`src/rtl/oafu_pkg.sv`:
```
// Shared types and constants for the operand-adaptive fused multiply unit (oafu).
// Mode encodings, control-bit positions and datapath widths.
package oafu_pkg;

  localparam int NUM_CL = 4;
  localparam int NIB_W  = 4;
  localparam int PROD_W = 10;
  localparam int OUT_W  = 16;

  localparam int SX_SIGN = 3;
  localparam int SX_HI   = 1;
  localparam int SY_SIGN = 3;
  localparam int SY_HI   = 2;

  typedef enum logic [1:0] {
    MODE_DOT4    = 2'b00,
    MODE_DUAL_LO = 2'b01,
    MODE_DUAL_HI = 2'b10,
    MODE_FUSED8  = 2'b11
  } mode_e;

  // The B nibble of a cluster is scattered over bits [5:4] and [1:0] of its byte.
  function automatic logic [NIB_W-1:0] b_nibble(input logic [7:0] byte_in);
    return {byte_in[5:4], byte_in[1:0]};
  endfunction

endpackage

```
`src/rtl/oafu_cluster.sv`:
```
// One 4x4 nibble cluster: each operand is widened to 5 bits (sign- or zero-extended)
// and multiplied exactly into a 10-bit signed product.
module oafu_cluster
  import oafu_pkg::*;
(
  input  logic [NIB_W-1:0]         a,
  input  logic [NIB_W-1:0]         b,
  input  logic                     a_signed,
  input  logic                     b_signed,
  output logic signed [PROD_W-1:0] p
);

  logic signed [NIB_W:0] a_ext;
  logic signed [NIB_W:0] b_ext;

  assign a_ext = {a_signed & a[NIB_W-1], a};
  assign b_ext = {b_signed & b[NIB_W-1], b};
  assign p     = a_ext * b_ext;

endmodule

```
`src/rtl/oafu.sv`:
```
// Operand-adaptive fused multiply unit: four nibble clusters combined as a fused 8x8,
// a 4-lane dot product or two 8-bit dual lanes. Two pipeline stages; define
// OAFU_ACC_EN to turn the output stage into a wrapping accumulator.
module oafu
  import oafu_pkg::*;
(
  input  logic                    clk,
  input  logic                    rst_n,
  input  logic [31:0]             a,
  input  logic [31:0]             b,
  input  logic [3:0]              sx1,
  input  logic [3:0]              sx2,
  input  logic [3:0]              sx3,
  input  logic [3:0]              sx4,
  input  logic [3:0]              sy1,
  input  logic [3:0]              sy2,
  input  logic [3:0]              sy3,
  input  logic [3:0]              sy4,
  input  logic                    mode1,
  input  logic                    mode2,
  output logic signed [OUT_W-1:0] y
);

  logic [31:0]                   a_q;
  logic [31:0]                   b_q;
  logic [NUM_CL-1:0][3:0]        sx_q;
  logic [NUM_CL-1:0][3:0]        sy_q;
  mode_e                         mode_q;

  logic signed [PROD_W-1:0]      prod [NUM_CL];
  logic signed [OUT_W-1:0]       sum;

  // Stage 1: capture operands and all controls so they travel together.
  // NOTE: sequential state uses non-blocking assignments so every register
  // samples the pre-edge value, independent of process ordering.
  always_ff @(posedge clk or negedge rst_n) begin
    if (!rst_n) begin
      a_q    <= '0;
      b_q    <= '0;
      sx_q   <= '0;
      sy_q   <= '0;
      mode_q <= MODE_DOT4;
    end else begin
      a_q    <= a;
      b_q    <= b;
      sx_q   <= {sx4, sx3, sx2, sx1};
      sy_q   <= {sy4, sy3, sy2, sy1};
      mode_q <= mode_e'({mode1, mode2});
    end
  end

  for (genvar k = 0; k < NUM_CL; k++) begin : g_cl
    oafu_cluster u_cluster (
      .a        (a_q[8*k +: NIB_W]),
      .b        (b_nibble(b_q[8*k +: 8])),
      .a_signed (sx_q[k][SX_SIGN]),
      .b_signed (sy_q[k][SY_SIGN]),
      .p        (prod[k])
    );
  end

  logic signed [OUT_W-1:0] term;
  logic signed [OUT_W-1:0] fused_sum;
  logic signed [OUT_W-1:0] dot_sum;
  logic signed [OUT_W-1:0] lane_lo;
  logic signed [OUT_W-1:0] lane_hi;
  logic [3:0]              shamt;

  // NOTE: every variable gets a default at the top of the block so no path
  // through it can leave a value held, which would otherwise infer a latch.
  always_comb begin
    term      = '0;
    fused_sum = '0;
    dot_sum   = '0;
    lane_lo   = '0;
    lane_hi   = '0;
    shamt     = '0;
    for (int k = 0; k < NUM_CL; k++) begin
      term  = {{(OUT_W-PROD_W){prod[k][PROD_W-1]}}, prod[k]};
      shamt = (sx_q[k][SX_HI] ? 4'd4 : 4'd0) + (sy_q[k][SY_HI] ? 4'd4 : 4'd0);
      fused_sum = fused_sum + (term <<< shamt);
      dot_sum   = dot_sum + term;
      if (k < NUM_CL/2) lane_lo = lane_lo + term;
      else              lane_hi = lane_hi + term;
    end
  end

  always_comb begin
    sum = '0;
    case (mode_q)
      MODE_FUSED8: sum = fused_sum;
      MODE_DOT4:   sum = dot_sum;
      default:     sum = {lane_hi[7:0], lane_lo[7:0]};
    endcase
  end

  // Stage 2: result register (or accumulator when OAFU_ACC_EN is defined).
  always_ff @(posedge clk or negedge rst_n) begin
    if (!rst_n) begin
      y <= '0;
    end else begin
`ifdef OAFU_ACC_EN
      y <= y + sum;
`else
      y <= sum;
`endif
    end
  end

endmodule

```
`config.mk`:
```
export PLATFORM = sky130hd
export DESIGN_NAME = oafu
export DESIGN_NICKNAME = d
export VERILOG_FILES = /design/src/rtl/oafu_pkg.sv /design/src/rtl/oafu_cluster.sv /design/src/rtl/oafu.sv
export SDC_FILE = /design/constraint.sdc
export NUM_CORES = 1
export LEC_CHECK = 0
export BUFFER_PORTS_ARGS = -buffer_cell sky130_fd_sc_hd__buf_4
export CELL_PAD_IN_SITES_DETAIL_PLACEMENT = 0
export CELL_PAD_IN_SITES_GLOBAL_PLACEMENT = 2
export CORE_UTILIZATION = 38
export CTS_CLUSTER_DIAMETER = 40
export DETAILED_ROUTE_END_ITERATION = 8
export PLACE_DENSITY = 0.88
export SLEW_MARGIN = 40
export SYNTH_ARGS = -nofsm -noshare
export SYNTH_HDL_FRONTEND = slang
export SYNTH_SLANG_ARGS = --single-unit
export TNS_END_PERCENT = 5
```
`constraint.sdc`:
```
create_clock -name clk -period 9.61 [get_ports clk]
set_input_delay 0.961 -clock clk [delete_from_list [all_inputs] [get_ports clk]]
set_output_delay 0.961 -clock clk [all_outputs]
set_load 0.1 [all_outputs]
```
* Word level (Yosys, flattened, before mapping)
Cells that the tools add are included.
** Cells by class
- Add/sub/neg operators :: 11
- Multiply operators :: 4
- Shift operators :: 4
- Multiplexer cells :: 9
- Reduce and logical (&&, ||, !) cells :: 1
- Equal/unequal tests :: 1
- Bitwise operators :: 8
** Operator list (number)
- 10-bit by 4-bit <<< shifter with 16-bit output :: 4
- 16-bit adder :: 3
- 5-bit by 5-bit multiplier with 10-bit output :: 4
- 16-bit one-hot mux with 2 select lines :: 1
- 3-bit two-way mux :: 8
- 3-bit by 3-bit adder with 4-bit output :: 4
- 12-bit by 10-bit adder with 13-bit output :: 1
- 11-bit by 10-bit adder with 12-bit output :: 1
- 10-bit by 10-bit adder with 11-bit output :: 1
- 8-bit adder :: 1
- 1-bit AND :: 8
- 2-bit equality test, second input constant :: 1
- 2-bit logical NOT :: 1
** Storage, ports and cells
- Register bits after elaboration :: 108
- Logic and storage cells :: 50

* Depth between registers and ports, before layout
Gate-level depths: netlist (run 1).
- Word-level depth :: 7
- Mapped depth :: 30
- Gate-level depth less buffers :: 30

* By module
From an unflattened synthesis (run 1), not the netlist that was laid out.
** Second synthesis, totals
- Cells, all modules :: 1052
- Area, all modules :: 9516.6 um^2
** By module, submodules not included
- oafu :: seq. area each 1651.6 um^2, times used 1, area an instance 5691.7 um^2, cells each 611
- oafu_cluster at g_cl[0].u_cluster :: seq. area each 0.0 um^2, times used 1, area an instance 967.2 um^2, cells each 113
- oafu_cluster at g_cl[1].u_cluster :: seq. area each 0.0 um^2, times used 1, area an instance 960.9 um^2, cells each 110
- oafu_cluster at g_cl[2].u_cluster :: seq. area each 0.0 um^2, times used 1, area an instance 949.7 um^2, cells each 109
- oafu_cluster at g_cl[3].u_cluster :: seq. area each 0.0 um^2, times used 1, area an instance 947.2 um^2, cells each 109

* Worst setup path after synthesis (run 1)
No wires, ideal clock.
- Path type :: flip-flop to flip-flop
- Start :: register b_q[21]
- End :: register y[14]
- Arrival :: 6818 ps
- Setup slack :: 2666 ps
- Setup time :: 126 ps
- Clock period less this slack :: 6944 ps
- Stages on the path, launching flop included :: 27
- Data required time :: 9484 ps
- Buffers on the path :: 0
- Cells stage by stage :: dfrtp_1 -> nand2_1 -> or2_2 -> fa_1 -> fa_1 -> fa_1 -> fa_1 -> nor2b_1 -> nor3_1 -> o21bai_1 -> a21oi_1 -> xnor2_1 -> nor2_1 -> a21oi_1 -> o22ai_1 -> fa_1 -> inv_1 -> fa_1 -> inv_1 -> ha_1 -> and2_1 -> a31o_2 -> a41o_1 -> o41ai_2 -> o21ai_1 -> xor2_1 -> a221o_1
** Between the ends
- Longest elaborated chain between the ends :: 6
- Elaborated cells between the ends (all ways) :: 9
** RTL lines
- from (decl) :: line oafu.sv:25 : logic [31:0] b_q;
- from (signal assigned) :: line oafu.sv:39 : b_q <= '0;
- from (signal assigned) :: line oafu.sv:45 : b_q <= b;
- 1-bit AND :: line oafu_cluster.sv:17 : assign b_ext = {b_signed & b[NIB_W-1], b};
- 5-bit by 5-bit multiplier with 10-bit output (*) :: line oafu_cluster.sv:18 : assign p = a_ext * b_ext;
- 10-bit by 4-bit <<< shifter with 16-bit output :: line oafu.sv:81 : fused_sum = fused_sum + (term <<< shamt);
- 16-bit adder (2 in a row) :: line oafu.sv:81
- 16-bit one-hot mux with 2 select lines (*) :: line oafu.sv:90 : case (mode_q)
- named net sum[14] :: line oafu.sv:31 : logic signed [OUT_W-1:0] sum;
- to (signal assigned) :: line oafu.sv:105 : y <= sum;
- to (decl) :: line oafu.sv:21 : output logic signed [OUT_W-1:0] y
Mark *: on every way through the listed nets, which the timed path passes. The rest lies on a longest branch.

* Worst setup path in the final report (run 1)
- Start :: register b_q[5]
- End :: register y[14]
** Between the ends
- Longest elaborated chain between the ends :: 7
- Elaborated cells between the ends (all ways) :: 10
** RTL lines (line)
- 1-bit AND :: oafu_cluster.sv:17
- 5-bit by 5-bit multiplier with 10-bit output (*) :: oafu_cluster.sv:18
- 10-bit by 4-bit <<< shifter with 16-bit output :: oafu.sv:81
- 16-bit adder (3 in a row) :: oafu.sv:81
- 16-bit one-hot mux with 2 select lines (*) :: oafu.sv:90
- named net sum[14] :: oafu.sv:31
Marked as above.

==> results.toml, run 1 <==
[sta]
fin_crit_sh = 0.792
fin_tns_setup_ns = 0
drv_slew = 0
finalSetupViolCount = 0
fin_crit_ns = 7.61
fin_worst_skew_ns = 0.00797
rsz0062_at_grt = "no"
max_freq_mhz = 131
worst_slew_pin_slew_ns = 0.737
max_slew_margin = 0.503
hold_violations = 0

[clock_network]
cts_resized = 0
h-tree-depth = 3
ctsHoldBuffers = 0
cts_tree = "done"
cts_buffer_depth = 2
clk_pin_slew_ns = 0.06
root_buffer = "clkbuf_16"
clkLatencyLatePin_ns = 0.35
post_cts_buffers = 0
numCtsBuffers = 9
cts.sinks = 66

[setup_path]
endpoint_kind = "flop"
startpoint_type = "flop"
crit_path_end = "y[14]$_DFF_PN0_"
reg2reg_slack_ns = 2.00
cp.arrival_ns = 7.85
crit_start = "b_q[5]$_DFF_PN0_"
r2r_start = "b_q[5]$_DFF_PN0_"
crit_type = "flop to flop"
rr_endpoint = "y[14]$_DFF_PN0_"
required_ns = 9.84
cp_max_fo = 6
r2r_cells = 26

[yosys]
ys_warn_count = 0
async_flop_share = 1.00
syn-num-nets = 1329
synthesis.instances = 1008
synthFlopType = "dfrtp_1"
synth_top_area_frac = 0.243
ys_seq_area_frac = 0.179
synth.distinct_cells = 45
avgSynthCellArea_um2 = 9.14
syn_area_um2 = 9210
ys_top_cells_by_area = "fa_1 24%, dfrtp_1 18%, ha_1 15%"
synth-edff-count = 0
ys_ff_latch = 66
synth_area_leader_cell = "fa_1"

[global_routing]
grt_pass1_wl_mm = 33.8
grt.overflow.total = 0
grt_pass1_vias = 6676
antenna_found_initial = 0
grtUsageTotal = 0.178
grt_max_degree = 67

[floorplan]
num_rows = 56
initial_utilization = 0.390
io_pins = 116
die_x_um = 158
coreArea_um2 = 23600
die_y_um = 158
dieArea_um2 = 24900

[detailed_routing]
first_pass_iters = 4
antenna_left = 0
vias_per_cell = 4.81
drt_iter0_drc = 308
via_count = 6686
wl_per_cell_um = 14.6
wl_mm = 20.3
drc_errors = 0

[finish]
n_antenna_cell = 0
final_cell_mix = "195 x inv_1, 112 x fa_1, 108 x ha_1"
layout_commonest_cell = "inv_1"
fin_nets = 1388
layout-drive-gt1-share = 0.0961
syn_to_final_growth_pct = 12.4

[job]
cap_violations = 0

[run_status]
outcome = "completed"

[placement]
place_congestion = 0.888
io_buffer_count = 67
dp_hpwl_mm = 17.4

[hold_path]
min-delay-path-class = "input pin to asynchronous set/reset pin"
==> critical path, stage by stage, from the launching register on <==
cell and delay, ns:
dfrtp_1 0.42, nand2_1 0.14, or2_2 0.31, fa_1 0.51, fa_1 0.54, fa_1 0.56
inv_1 0.07, fa_1 0.47, a211oi_1 0.34, o21bai_1 0.12, a21oi_1 0.18, xnor2_1 0.18
and2_1 0.24, a21oi_1 0.12, o21ai_0 0.17, fa_1 0.60, inv_1 0.06, fa_1 0.53
inv_1 0.04, ha_1 0.35, and2_1 0.18, a31o_2 0.21, a41o_1 0.23, o41ai_2 0.31
o21ai_1 0.14, xor2_1 0.16, a221o_1 0.30
==> area by class of cell <==
cell class,count,area (µm²)
inverter,196,736
clock buffer,10,239
sequential,66,1650
fill,2374,13300
timing repair buffer,68,514
clock inverter,6,66.3
tap,319,399
multi-input combinational,726,6750
==> logic make-up (layout without fill, tap and decap cells) <==
kind of cell | count (synthesis) | after routing | share of synthesized area
and+or+nand+nor | 227 | 227 | 0.121
adders and majority gates | 221 | 221 | 0.391
buffers and inverters | 216 | 280 | 0.0880
AOI/OAI and AO/OA | 186 | 186 | 0.129
xor gates and xnor gates | 78 | 78 | 0.0756
DFF | 66 | 66 | 0.179
muxes | 14 | 14 | 0.0153
==> through the flow <==
stage	util	instance area (µm²)	hold WS [ns]	cells	setup WS (ns)
2_1_floorplan	-	9210	0.665	1008	2.67
3_3_place_gp	0.426	10000	1.03	1375	2.05
3_5_place_dp	0.426	10100	1.00	1375	1.98
4_1_cts	0.439	10400	0.701	1391	1.97
5_1_grt	0.439	10400	0.651	1391	1.58
6_report	0.439	10400	0.602	1391	2.00
==> worst min path at each step <==
| stage | end | from | cells past startpoint | slack [ns] |
|---|---|---|---|---|
| after floorplan | a_q[0]$_DFF_PN0_ | rst_n | 0 | 0.67 |
| after global placement | y[0]$_DFF_PN0_ | a_q[0]$_DFF_PN0_ | 4 | 1.03 |
| after detailed placement | y[2]$_DFF_PN0_ | mode_q[1]$_DFF_PN0_ | 4 | 1.00 |
| after CTS | mode_q[0]$_DFF_PN0_ | mode2 | 1 | 0.70 |
| after global routing | b_q[21]$_DFF_PN0_ | rst_n | 1 | 0.65 |
| final | b_q[21]$_DFF_PN0_ | rst_n | 1 | 0.60 |
==> registers in the layout, summed over array words and instances, names as in the netlist <==
signal / cells
a_q: 16
mode_q: 2
y: 16
sy_q: 8
b_q: 16
sx_q: 8
==> Yosys cell counts (2+ instances only) <==
library cell	n
nand2_1	55
a21oi_1	74
mux2i_1	13
a221oi_1	10
inv_1	195
ha_1	109
a211oi_1	8
nand2b_1	7
xor2_1	20
nor2b_1	11
clkbuf_1	18
nand3_1	4
or2_2	13
a22oi_1	3
nor2_1	61
o21bai_1	17
and2_1	56
o21a_1	4
buf_1	2
o22ai_1	7
xnor2_1	57
fa_1	112
nor3_1	7
and3_1	12
a21o_1	20
o41ai_2	2
o21ai_0	26
a211o_1	3
dfrtp_1	66
==> routing by layer <==
| layer | routed length [µm] | track usage | vias up |
|---|---|---|---|
| li1 | - | - | 3347 |
| met2 | 9330 | 0.295 | 116 |
| met4 | 403 | 0.0527 | 0 |
| met5 | 0 | 0 | - |
| met3 | 693 | 0.0255 | 26 |
| met1 | 9870 | 0.241 | 3197 |
Power of run 1 is not shown: default switching activity piles up to over one toggle a cycle in this logic, so the estimate is an artifact.
==> run 2, diff against run 1 <==
Clock period 9.61 ns to 7.9 ns, I/O delays scaled along.
==> run 2 against run 1 <==
Clock skew decreased by 0.0032 ns. Critical endpoint unchanged. Core utilization about the same. Fmax increased by 2.4%.
==> results.toml, run 2 (synthesis gave the netlist of run 1 again) <==
[run_status]
outcome = "completed"

[detailed_routing]
drc_errors = 0
wl_mm = 20.4
first_pass_iters = 5
drt_iter0_drc = 282
vias_per_cell = 4.81
via_count = 6699
wl_per_cell_um = 14.7
antenna_left = 0

[setup_path]
startpoint_type = "flop"
crit_top_cell = "fa_1"
endpoint_kind = "flop"
cpPeakStageDelay_ns = 0.61
required_ns = 8.13
crit_slowest_cell = "fa_1"
crit_type = "flop to flop"
cp_max_fo = 6
crit_start = "b_q[5]$_DFF_PN0_"
r2r_start = "b_q[5]$_DFF_PN0_"
cp.arrival_ns = 7.67

[floorplan]
initial_utilization = 0.390
coreArea_um2 = 23600
num_rows = 56
die_y_um = 158
die_x_um = 158
dieArea_um2 = 24900
io_pins = 116

[sta]
finalSetupViolCount = 0
drv_slew = 0
fin_tns_setup_ns = 0
worst_slew_pin_slew_ns = 0.739
max_freq_mhz = 134
fin_worst_skew_ns = 0.00478
fin_crit_ns = 7.44
rsz0062_at_grt = "no"
max_slew_margin = 0.507
fin_crit_sh = 0.942
timing.final.ws_setup_ns = 0.460
hold_violations = 0

[finish]
final_cell_area_um2 = 10400
fin_nets = 1391
layout-drive-gt1-share = 0.0995
n_antenna_cell = 0
top_regs = "a_q x16, b_q x16, y x16"
final_cell_mix = "195 x inv_1, 112 x fa_1, 108 x ha_1"
syn_to_final_growth_pct = 12.5
finish.utilization = 0.439
layout_commonest_cell = "inv_1"

[clock_network]
numCtsBuffers = 9
clkLatencyLatePin_ns = 0.34
cts_buffer_depth = 2
cts_tree = "done"
root_buffer = "clkbuf_16"
h-tree-depth = 3
cts.sinks = 66
clk_pin_slew_ns = 0.06

[hold_path]
min-delay-path-class = "input pin to asynchronous set/reset pin"

[global_routing]
grt_pass1_vias = 6819
antenna_found_initial = 0
grt_pass1_wl_mm = 34.2
grt_max_degree = 67
grtUsageTotal = 0.181
grt.overflow.total = 0

[placement]
place_congestion = 0.867
io_buffer_count = 67
place_ws_ns = 0.397
dp_hpwl_mm = 17.3
placed_area_um2 = 10100

[job]
cap_violations = 0
[run 2: cell count changes in the layout (fill, tap and decap cells not counted), sizes merged]
| cell | previous run | this run |
|---|---|---|
| clkbuf | 10 | 9 |
| bufinv | 1 | 0 |
| buf | 68 | 71 |
| clkinv | 3 | 5 |
| clkinvlp | 3 | 2 |
| inv | 195 | 196 |
[run 2: path summary, 6_finish.rpt]
kind | slack, ns | depth (start not counted) | to
worst max register to register | 0.46 | 26 | y[14]$_DFF_PN0_
worst max-delay path | 0.46 | 26 | y[14]$_DFF_PN0_
max in group asynchronous | 7.05 | 1 | y[11]$_DFF_PN0_
worst min-delay path | 0.43 | 1 | sy_q[11]$_DFF_PN0_
worst min register to register | 1.02 | 4 | y[2]$_DFF_PN0_
min in group clk | 0.55 | 1 | b_q[28]$_DFF_PN0_
[run 2: layout make-up]
type / count / area, µm²
Sequential cell: 66 / 1650
Tap cell: 319 / 399
Multi-Input combinational cell: 726 / 6760
Fill cell: 2341 / 13300
Inverter: 196 / 736
Clock inverter: 7 / 55.1
Clock buffer: 9 / 225
Timing Repair Buffer: 71 / 537
[run 2: routing by layer]
metal,track usage,wire length [µm],vias up
li1,-,-,3359
met3,0.0219,698,17
met2,0.299,9590,125
met4,0.0550,311,0
met5,0,0,-
met1,0.246,9830,3198
[run 2: per-stage QoR]
stage               hold slack (ns)  cells
floorplan                     0.494   1008
global placement              0.899   1376
detailed placement            0.900   1376
CTS                           0.535   1392
global route                  0.483   1394
finish                        0.435   1394
[run 2: critical path, delay by kind of cell (launching register included)]
kind                     cells  cell delay, ns
AO/OA/AOI/OAI               10            2.00
XOR/XNOR                     2            0.31
adder cells (fa/ha/maj)      7            3.55
buffers and inverters        3            0.18
flip-flops                   1            0.42
AND/OR/NAND/NOR              4            0.86
[run 2: timing repair]
action | in CTS | in global routing
setup endpoints to repair | 0 | 2
gates resized for setup | 0 | 1
hold buffers | 0 | 0
buffers inserted | 0 | 2
Power of run 2 is left out for the same reason.
